===== src/rtl/mem_arbiter.sv =====
// Two-requester arbiter sharing one memory port between instruction fetch and load/store.
// One transaction outstanding at a time; responses are routed to the owner after a fixed latency.
module mem_arbiter #(
  parameter int ADDR_WIDTH   = 15,
  parameter int LATENCY      = 1,
  parameter int STARVE_LIMIT = 4
) (
  input  logic                  clk,
  input  logic                  rst,
  input  logic                  if_req,
  input  logic [ADDR_WIDTH-1:0] if_addr,
  input  logic                  if_flush,
  output logic                  if_gnt,
  output logic                  if_rvalid,
  output logic [31:0]           if_rdata,
  input  logic                  d_req,
  input  logic                  d_we,
  input  logic [ADDR_WIDTH-1:0] d_addr,
  input  logic [31:0]           d_wdata,
  input  logic [2:0]            d_type,
  output logic                  d_gnt,
  output logic                  d_rvalid,
  output logic [31:0]           d_rdata,
  output logic                  mem_en,
  output logic                  mem_we,
  output logic [ADDR_WIDTH-1:0] mem_addr,
  output logic [31:0]           mem_wdata,
  output logic [2:0]            mem_type,
  input  logic [31:0]           mem_rdata
);

  typedef enum logic {OWN_FETCH = 1'b0, OWN_DATA = 1'b1} owner_e;

  localparam logic [2:0] LP_LAT = 3'(LATENCY);
  localparam logic [3:0] LP_SL  = 4'(STARVE_LIMIT);

  logic [2:0] r_cnt;
  owner_e     r_owner;
  logic       r_owner_we;
  logic       r_squash;
  logic [3:0] r_skip;

  logic w_can_acc;
  logic w_if_elig;
  logic w_fetch_win;
  logic w_data_win;
  logic w_acc;
  logic w_resp;

  // Data wins by default; fetch takes the port once it has lost STARVE_LIMIT contended rounds.
  assign w_can_acc   = (r_cnt <= 3'd1);
  assign w_if_elig   = if_req & ~if_flush;
  assign w_fetch_win = w_if_elig & (~d_req | (r_skip == LP_SL));
  assign w_data_win  = d_req & ~w_fetch_win;
  assign w_acc       = ~rst & w_can_acc & (w_fetch_win | w_data_win);
  assign w_resp      = ~rst & (r_cnt == 3'd1);

  always_comb begin
    if_gnt    = 1'b0;
    d_gnt     = 1'b0;
    mem_en    = 1'b0;
    mem_we    = 1'b0;
    mem_addr  = '0;
    mem_wdata = '0;
    mem_type  = '0;
    if (w_acc) begin
      mem_en = 1'b1;
      if (w_fetch_win) begin
        if_gnt   = 1'b1;
        mem_addr = if_addr;
      end else begin
        d_gnt     = 1'b1;
        mem_we    = d_we;
        mem_addr  = d_addr;
        mem_wdata = d_wdata;
        mem_type  = d_type;
      end
    end
  end

  // A flush in the response cycle itself must also drop the fetch data.
  always_comb begin
    if_rvalid = w_resp & (r_owner == OWN_FETCH) & ~r_squash & ~if_flush;
    d_rvalid  = w_resp & (r_owner == OWN_DATA);
    if_rdata  = if_rvalid ? mem_rdata : 32'h0;
    d_rdata   = (d_rvalid & ~r_owner_we) ? mem_rdata : 32'h0;
  end

  always_ff @(posedge clk) begin
    if (rst) begin
      r_cnt      <= 3'd0;
      r_owner    <= OWN_FETCH;
      r_owner_we <= 1'b0;
      r_squash   <= 1'b0;
      r_skip     <= 4'd0;
    end else begin
      if (w_acc) begin
        r_cnt      <= LP_LAT;
        r_owner    <= w_data_win ? OWN_DATA : OWN_FETCH;
        r_owner_we <= d_we & w_data_win;
        r_squash   <= 1'b0;
      end else begin
        if (r_cnt != 3'd0) r_cnt <= r_cnt - 3'd1;
        // Counting continues so the memory timing is unaffected by the squash.
        if (if_flush && (r_cnt != 3'd0) && (r_owner == OWN_FETCH)) r_squash <= 1'b1;
      end
      if (d_gnt && w_if_elig) begin
        if (r_skip != LP_SL) r_skip <= r_skip + 4'd1;
      end else if (if_gnt || !if_req) begin
        r_skip <= 4'd0;
      end
    end
  end

endmodule

===== config.mk =====
export PLATFORM = sky130hd
export DESIGN_NAME = mem_arbiter
export DESIGN_NICKNAME = d
export VERILOG_FILES = /design/src/rtl/mem_arbiter.sv
export SDC_FILE = /design/constraint.sdc
export NUM_CORES = 1
export LEC_CHECK = 0
export ABC_AREA = 1
export CAP_MARGIN = 5
export CORE_AREA = 2 2 86 88
export CTS_BUF_LIST = sky130_fd_sc_hd__clkbuf_8
export DETAILED_ROUTE_END_ITERATION = 8
export DIE_AREA = 0 0 88 90
export DONT_BUFFER_PORTS = 1
export HOLD_SLACK_MARGIN = 0.03
export PLACE_DENSITY = 0.4
export SYNTH_ARGS = -nofsm -noshare
export SYNTH_HDL_FRONTEND = slang
export SYNTH_SLANG_ARGS = --single-unit

===== constraint.sdc =====
create_clock -name clk -period 2.74 [get_ports clk]
set_input_delay 0.274 -clock clk [delete_from_list [all_inputs] [get_ports clk]]
set_output_delay 0.274 -clock clk [all_outputs]
set_load 0.1 [all_outputs]

=== Word-level counts from Yosys, hierarchy flattened ===
Cells that the tools add are included.
Widths: inputs -> output; s select.

* Register bits after elaboration: 10
* Latch bits: 0
* Memory bits (writable): 0
* Bits in read-only memories: 0
* Input bits: 103
* Output and inout bits: 120
* Logic and storage cells: 65
* Memories: 0

* Add/sub/neg operators: 2
* Multipliers: 0
* Div/mod/pow operators: 0
* Order comparisons: 1
* Equality and inequality tests: 4
* Shifts and indexed selects: 0
* Mux-type cells: 21
* Bitwise gates (word level): 21
* Reductions and logical operators: 10

{| class="wikitable"
|+ Operators with widths
! kind !! count
|-
| $mux 32 || 4
|-
| $mux 15 || 2
|-
| $and 1x1->1 || 12
|-
| $mux 4 || 3
|-
| $mux 1 || 10
|-
| $not 1->1 || 7
|-
| $mux 3 || 2
|-
| $add 4x1->4 const B || 1
|-
| $eq 4x3->1 const B || 1
|-
| $ne 4x3->1 const B || 1
|-
| $reduce_bool 2->1 || 2
|-
| $eq 3x1->1 const B || 1
|-
| $le 3x1->1 const B || 1
|-
| $logic_and 1x1->1 || 3
|-
| $reduce_bool 3->1 || 1
|-
| $sub 3x1->3 const B || 1
|-
| $ne 2x1->1 const B || 1
|-
| $or 1x1->1 || 2
|-
| $reduce_and 2->1 || 1
|-
| $reduce_or 2->1 || 1
|-
| $logic_not 1->1 || 1
|-
| $logic_or 1x1->1 || 1
|}

=== Depth between registers and ports, before layout ===
Gate-level depths: netlist (run 1).

* Depth after elaboration: 11
* Mapped depth: 9

=== Worst setup path after synthesis (run 1) ===
No wires, ideal clock.

* Kind: reg-to-output
* Start point: register r_cnt[1]
* End point: output port if_rdata[10]
* Arrival time: 3.343 ns
* Data required time: 2.466 ns
* Slack: -0.877 ns
* Cell stages (with the launch flop): 8
* Buffers on the path: 1
* Cell sequence: dfxtp_1 -> inv_1 -> ha_1 -> nand3_4 -> nor4_4 -> inv_2 -> buf_6 -> nor2_1

* Cells in the longest elaborated chain, start to end: 6

{| class="wikitable"
|+ Ends and longest elaborated chain
! what !! RTL line !! source
|-
| start, declared || 37 || <nowiki>logic [2:0] r_cnt;</nowiki>
|-
| start signal, assigned || 103 || <nowiki>if (r_cnt != 3'd0) r_cnt <= r_cnt - 3'd1;</nowiki>
|-
| $eq 3x1->1 || 56 || <nowiki>assign w_resp = ~rst & (r_cnt == 3'd1);</nowiki>
|-
| $and 1x1->1 || 56 ||
|-
| $and 1x1->1 (3 in series) || 83 || <nowiki>if_rvalid = w_resp & (r_owner == OWN_FETCH) & ~r_squash & ~if_flush;</nowiki>
|-
| named net if_rvalid || 14 || <nowiki>output logic if_rvalid,</nowiki>
|-
| $mux 32 || 85 || <nowiki>if_rdata = if_rvalid ? mem_rdata : 32'h0;</nowiki>
|-
| end, declared || 15 || <nowiki>output logic [31:0] if_rdata,</nowiki>
|}

The timed path passes the listed nets, and every way through them passes these cells.

=== Final worst setup path (run 1) ===
* Start point: register r_skip[0]
* End point: output port mem_addr[13]

* Cells in the longest elaborated chain, start to end: 8

{| class="wikitable"
|+ Ends and longest elaborated chain
! what !! RTL line !! source
|-
| start, declared || 41 || <nowiki>logic [3:0] r_skip;</nowiki>
|-
| start signal, assigned || 108 || <nowiki>if (r_skip != LP_SL) r_skip <= r_skip + 4'd1;</nowiki>
|-
| $eq 4x3->1 * || 53 || <nowiki>assign w_fetch_win = w_if_elig & (~d_req | (r_skip == LP_SL));</nowiki>
|-
| $or 1x1->1 * || 53 ||
|-
| $and 1x1->1 * || 53 ||
|-
| $not 1->1 || 54 || <nowiki>assign w_data_win = d_req & ~w_fetch_win;</nowiki>
|-
| $and 1x1->1 || 54 ||
|-
| $or 1x1->1 || 55 || <nowiki>assign w_acc = ~rst & w_can_acc & (w_fetch_win | w_data_win);</nowiki>
|-
| $and 1x1->1 || 55 ||
|-
| $mux 15 * || 66 || <nowiki>if (w_acc) begin</nowiki>
|-
| end, declared || 26 || <nowiki>output logic [ADDR_WIDTH-1:0] mem_addr,</nowiki>
|}

Mark *: on every way between the ends. The rest lies on a longest branch, timed or not.

==> results of run 1 <==
worst reg2reg max path, cell delays in order (launching register included):
cell,delay (ps)
dfxtp_2,340
inv_2,60
ha_4,160
nand3_4,120
nand2_2,120
o21ai_4,300
inv_2,70
buf_4,260
o31ai_1,210
area by class of cell:
| class | instances | share of cell area (%) |
|---|---|---|
| sequential | 10 | 4.95 |
| inverter | 50 | 4.68 |
| timing repair buffer | 124 | 48.2 |
| clock buffer | 4 | 1.34 |
| multi-input combinational | 231 | 37.8 |
| tap | 99 | 3.03 |
cell usage after synthesis, drive strengths merged:
cell / count / area (sq um)
nand3: 4 / 32.5
o22ai: 1 / 6.26
ha: 5 / 62.6
a21oi: 20 / 100
nand2: 81 / 309
dfxtp: 10 / 200
nor4: 1 / 21.3
nand4: 5 / 46.3
a31oi: 2 / 12.5
nor2: 105 / 404
o31ai: 1 / 7.51
clkinv: 1 / 5.00
or2: 2 / 12.5
a211oi: 1 / 12.5
inv: 49 / 186
buf: 18 / 118
o21ai: 1 / 8.76
xor2: 2 / 17.5
registers in the layout, indices dropped and copies added, names as in the netlist:
register and cells:
r_cnt 3, r_skip 4, r_owner 1, r_owner_we 1, r_squash 1
worst max-delay path by stage:
stage | slack [ps] | startpoint | cells after the start | end
after detailed placement | 360 | r_skip[0] | 9 | mem_addr[13]
after CTS | 100 | r_skip[0] | 9 | mem_addr[13]
after global routing | 40 | r_skip[0] | 9 | mem_addr[13]
after floorplan | -290 | r_cnt[1] | 7 | if_rdata[10]
after global placement | 460 | r_skip[0] | 9 | mem_wdata[13]
final | 220 | r_skip[0] | 9 | mem_addr[13]
kinds of logic (layout without fill, tap and decap cells):
kind of cell / count (synthesis) / in the layout / synth area share, %
xor+xnor: 2 / 2 / 1.12
flops: 10 / 10 / 12.8
buf+inv: 68 / 178 / 19.8
simple gates: 198 / 198 / 52.8
compound gates: 26 / 26 / 9.45
fa+ha+maj: 5 / 5 / 4.00
power breakdown:
group	internal, mW	switching, mW	total, mW	leakage [nW]
clock	0.127	0.0660	0.193	0.0288
sequential	0.182	0.0288	0.211	0.0824
combinational	0.739	2.11	2.85	1.67
total	1.05	2.20	3.25	1.78
layer usage:
layer  track usage [%]  routed length [microns]  vias up  share of wire (%)
met3              4.87                      686        8                 10
met5                 0                        0        -                  0
met2              31.9                     3710      142                 54
met4              3.59                       75        0                1.1
met1              18.1                     2410      996                 35
li1                  -                        -     1132                  -
==> impl_metrics.env, run 1 <==
export IMPL_run_status="completed"
export IMPL_worstRegToRegCells=8
export IMPL_max_freq_mhz=397
export IMPL_fin_total_pwr_mw=3.25
export IMPL_timing_worst_slew_pin_value_ps=911
export IMPL_utilization_pct=58.3
export IMPL_floorplan_initialDensity_pct=22.3
export IMPL_layout_commonest_cell="buf_12"
export IMPL_power_per_cell_area_nw_per_um2=794
export IMPL_dr_first_iter_drc_count=52
export IMPL_post_layout_nonfiller_instances=518
export IMPL_placeableCoreArea_sq_um=7020
export IMPL_post_cts_resized=0
export IMPL_worst_hold_path_type="input port to register"
export IMPL_ctsHtreeMaxLevel=1
export IMPL_tritoncts_clock_tree="built"
export IMPL_timing_reg2reg_setup_slack_ps=1010
export IMPL_die_x_microns=88
export IMPL_regToRegStartpoint="r_cnt[1]"
export IMPL_critical_path_slowest_cell="dfxtp_1"
export IMPL_design_area_sq_um=4090
export IMPL_layout_worst_path_cycle_share_pct=91.9
export IMPL_hpwlAfterDp_mm=6.06
export IMPL_placed_cells_incl_taps=514
export IMPL_timing_max_cap_violations=0
export IMPL_timing_critical_path_from_type="register"
export IMPL_design_die_area_sq_um=7920
export IMPL_worst_hold_slack_ps=87.9
export IMPL_area_occupied_by_registers_sq_um=203
export IMPL_largest_net_degree_at_the_start_of_global_routing=35
export IMPL_io_pins=223
export IMPL_place_ws_ps=362
export IMPL_path_common_cell="nand2_1"
export IMPL_detailroute_via_count=2278
export IMPL_critPathRequiredTime_ps=2470
export IMPL_gr_usage_all_layers_pct=16.9
export IMPL_worst_skew_pair_late_latency_ps=240
export IMPL_global_route_overflow_total=0
export IMPL_tritoncts_sinks=10
export IMPL_cts_root_buf="clkbuf_8"
export IMPL_timing_final_max_slew_violations=0
export IMPL_post_layout_net_count=528
export IMPL_critical_path_n_buffers_inverters=3
export IMPL_path_cells="inv_1, ha_1, nand3_1, nand2_1, nand2_2, buf_6, nand2_1, a21oi_2, buf_12"
export IMPL_slew_limit_headroom_pct=39.3
export IMPL_ys_warn_count=0
export IMPL_grt_pass1_wl_mm=11.0
export IMPL_postRouteAntennaNets=0
export IMPL_setup_tns_final_ps=0
export IMPL_timing_rr_end="r_owner"
export IMPL_count_of_mapped_cells_out_of_synthesis=309
export IMPL_routed_wire_length_per_instance_microns=13.3
export IMPL_gpl_final_weighted_congestion=0.886
export IMPL_worstHoldEndpoint="r_cnt[0]"
export IMPL_mappedNetlistArea_sq_um=1560
export IMPL_synth_avg_cell_area_sq_um=5.06
export IMPL_min_path_cells=1
export IMPL_numPortBuffers=0
export IMPL_timing_critical_path_slowest_cell_delay_ps=370
export IMPL_mappedNetlistNets=417
export IMPL_multiInputGateArea_sq_um=1550
export IMPL_finalSetupViolations=0
export IMPL_fp_row_count=31
export IMPL_power_leakage_nw=1.78
export IMPL_layout_drive_gt1_share_pct=63.2
export IMPL_min_period_ps=2520
export IMPL_critical_path_data_arrival_time_ps=2240
export IMPL_cts_inserted_buffers=3
export IMPL_wl_mm=6.88
export IMPL_placed_area_sq_um=4040
export IMPL_setup_repair_after_global_routing_missed_its_margin="no"
export IMPL_most_common_layout_cells="83 x buf_12, 78 x nand2_1, 68 x nor2_2, 43 x inv_1, 40 x buf_4"
export IMPL_final_setup_worst_slack_ps=223
export IMPL_diodes=0
export IMPL_n_fill_cell=611
export IMPL_area_growth_pct=162
export IMPL_ys_seq_elements=10
export IMPL_criticalPathCategory="register to output pin"
export IMPL_clock_skew_ps=1.50
export IMPL_proportion_of_synthesized_chip_area_in_sequential_cells_pct=12.8
export IMPL_cpLargestDelayFamily="simple AND/OR/NAND/NOR gates"
export IMPL_remaining_drc_errors=0
export IMPL_path_max_fanout=32
export IMPL_endpoint_kind="output pin"
export IMPL_timing_hold_worst_start="rst"
export IMPL_grt_pass1_vias=2198
export IMPL_post_cts_setup_buffer_count=0
export IMPL_synthDistinctLibCells=27
export IMPL_cts_path_max_buffers=2
export IMPL_clkSlewWorstSetupHoldPaths_ps=50
export IMPL_final_hold_violation_count=0
export IMPL_dieHeight_microns=90
export IMPL_antenna_found_initial=0
export IMPL_first_pass_iters=4
export IMPL_vias_per_cell=4.40
export IMPL_peakVddDrop_uv=665
export IMPL_hold_buffers=0
(Power assumes the default switching activity.)
==> run 2, diff against run 1 <==
--- a/config.mk
+++ b/config.mk
@@ -8,7 +8,7 @@
 export ABC_AREA = 1
 export CAP_MARGIN = 5
 export CORE_AREA = 2 2 86 88
-export CTS_BUF_LIST = sky130_fd_sc_hd__clkbuf_8
+export CTS_BUF_LIST = sky130_fd_sc_hd__clkbuf_16
 export DETAILED_ROUTE_END_ITERATION = 8
 export DIE_AREA = 0 0 88 90
 export DONT_BUFFER_PORTS = 1
==> run 2 against run 1 <==
Net effect:
- sequential share of layout area about the same
- wire length barely moved
- worst setup slack worse by 8.4 ps
- first-iteration DRC count rose by 29%
- via count is 0.22% lower
- register-to-register slack hardly changed
- global-route usage increased by 0.17 points
- critical path type unchanged
- critical endpoint unchanged
- largest power group unchanged
==> impl_metrics.env, run 2 (synthesis results as in run 1) <==
export IMPL_run_status="completed"
export IMPL_first_pass_iters=4
export IMPL_tritoncts_clock_tree="built"
export IMPL_wl_mm=6.87
export IMPL_setup_repair_after_global_routing_missed_its_margin="no"
export IMPL_timing_critical_path_from_type="register"
export IMPL_timing_max_cap_violations=0
export IMPL_critical_path_data_arrival_time_ps=2250
export IMPL_worst_hold_slack_ps=89.5
export IMPL_area_growth_pct=163
export IMPL_met1_usage_pct=18.3
export IMPL_vias_per_cell=4.39
export IMPL_tritoncts_sinks=10
export IMPL_flip_flop_count_of_the_largest_register_after_layout=4
export IMPL_worst_hold_path_type="input port to register"
export IMPL_antenna_found_initial=0
export IMPL_power_per_cell_area_nw_per_um2=807
export IMPL_max_freq_mhz=396
export IMPL_post_layout_net_count=528
export IMPL_design_area_sq_um=4120
export IMPL_ctsHtreeMaxLevel=1
export IMPL_timing_hold_worst_start="rst"
export IMPL_routed_wire_length_per_instance_microns=13.3
export IMPL_grt_pass1_vias=2201
export IMPL_final_setup_worst_slack_ps=214
export IMPL_max_flop_register="r_skip"
export IMPL_slew_limit_headroom_pct=39.2
export IMPL_floorplan_initialDensity_pct=22.3
export IMPL_largest_net_degree_at_the_start_of_global_routing=35
export IMPL_placed_cells_incl_taps=514
export IMPL_path_cells="inv_1, ha_1, nand3_1, nand2_1, nand2_2, buf_6, nand2_1, a21oi_2, buf_12"
export IMPL_grt_pass1_wl_mm=11.0
export IMPL_layout_drive_gt1_share_pct=63.0
export IMPL_endpoint_kind="output pin"
export IMPL_peakVddDrop_uv=665
export IMPL_numPortBuffers=0
export IMPL_most_common_layout_cells="83 x buf_12, 78 x nand2_1, 68 x nor2_2, 43 x inv_1, 40 x buf_4"
export IMPL_global_route_overflow_total=0
export IMPL_layout_commonest_cell="buf_12"
export IMPL_timing_final_max_slew_violations=0
export IMPL_placeableCoreArea_sq_um=7020
export IMPL_clock_skew_ps=1.68
export IMPL_fin_total_pwr_mw=3.32
export IMPL_busiest_layer="met2"
export IMPL_critical_path_n_buffers_inverters=3
export IMPL_biggestRegsByFlops="r_skip (4), r_cnt (3)"
export IMPL_io_pins=223
export IMPL_gr_usage_all_layers_pct=17.1
export IMPL_die_x_microns=88
export IMPL_path_common_cell="nand2_1"
export IMPL_critical_path_slowest_cell="dfxtp_1"
export IMPL_post_layout_nonfiller_instances=518
export IMPL_remaining_drc_errors=0
export IMPL_final_hold_violation_count=0
export IMPL_post_cts_resized=0
export IMPL_hold_buffers=0
export IMPL_min_period_ps=2530
export IMPL_design_die_area_sq_um=7920
export IMPL_timing_critical_path_slowest_cell_delay_ps=370
export IMPL_critPathRequiredTime_ps=2470
export IMPL_dieHeight_microns=90
export IMPL_path_max_fanout=32
export IMPL_detailroute_via_count=2273
export IMPL_cts_path_max_buffers=2
export IMPL_dr_first_iter_drc_count=67
export IMPL_placed_area_sq_um=4040
export IMPL_hpwlAfterDp_mm=6.06
export IMPL_met3_usage_pct=4.87
export IMPL_place_ws_ps=362
export IMPL_post_cts_setup_buffer_count=0
export IMPL_postRouteAntennaNets=0
export IMPL_global_route_usage_met2_pct=31.9
export IMPL_power_leakage_nw=1.79
export IMPL_cpLargestDelayFamily="simple AND/OR/NAND/NOR gates"
export IMPL_finalSetupViolations=0
export IMPL_clkSlewWorstSetupHoldPaths_ps=40
export IMPL_cts_root_buf="clkbuf_16"
export IMPL_timing_worst_slew_pin_value_ps=912
export IMPL_critPathLaunch="r_skip[0]"
export IMPL_diodes=0
export IMPL_layout_worst_path_cycle_share_pct=92.2
export IMPL_cts_inserted_buffers=3
export IMPL_regToRegStartpoint="r_cnt[1]"
export IMPL_fp_row_count=31
export IMPL_gpl_final_weighted_congestion=0.886
export IMPL_worst_skew_pair_late_latency_ps=240
export IMPL_criticalPathCategory="register to output pin"
run 2: cell count changes in the layout (fill, tap and decap cells not counted):
cell / change
clkbuf_16: +3
clkinv_1: +1
clkbuf_8: -4
run 2: final timing paths:
kind	endpoint	slack [ps]	cells past startpoint
worst min register to register	r_cnt[1]	480	2
worst max-delay path	mem_addr[13]	210	9
worst max register to register	r_owner	1020	8
worst min-delay path	r_cnt[0]	90	1
run 2: routing by layer:
layer	vias up	routed length (microns)	share of wire, %
li1	1133	-	-
met2	141	3710	54
met3	7	703	10
met4	0	86	1.3
met5	-	0	0
met1	992	2370	34
run 2: worst reg2reg max path, cell delays in order, from the launching register on:
cell,delay (ps)
dfxtp_2,340
inv_2,60
ha_4,160
nand3_4,120
nand2_2,120
o21ai_4,300
inv_2,70
buf_4,260
o31ai_1,210
run 2: area by class of cell:
type | count | area, sq um
Timing Repair Buffer | 124 | 1970
Tap cell | 99 | 124
Clock buffer | 3 | 75.1
Inverter | 50 | 191
Multi-Input combinational cell | 231 | 1550
Fill cell | 610 | 2900
Sequential cell | 10 | 203
Clock inverter | 1 | 3.75
run 2: per-stage QoR:
step	utilization, %	setup TNS, ps
2_1_floorplan	-	-8620
3_3_place_gp	57.5	0
3_5_place_dp	57.5	0
4_1_cts	58.6	0
5_1_grt	58.7	0
6_report	58.7	0
run 2: report_power, final:
part	switching (mW)	total (mW)	internal, mW
Combinational	2.11	2.84	0.739
Clock	0.0735	0.265	0.192
Sequential	0.0292	0.212	0.183
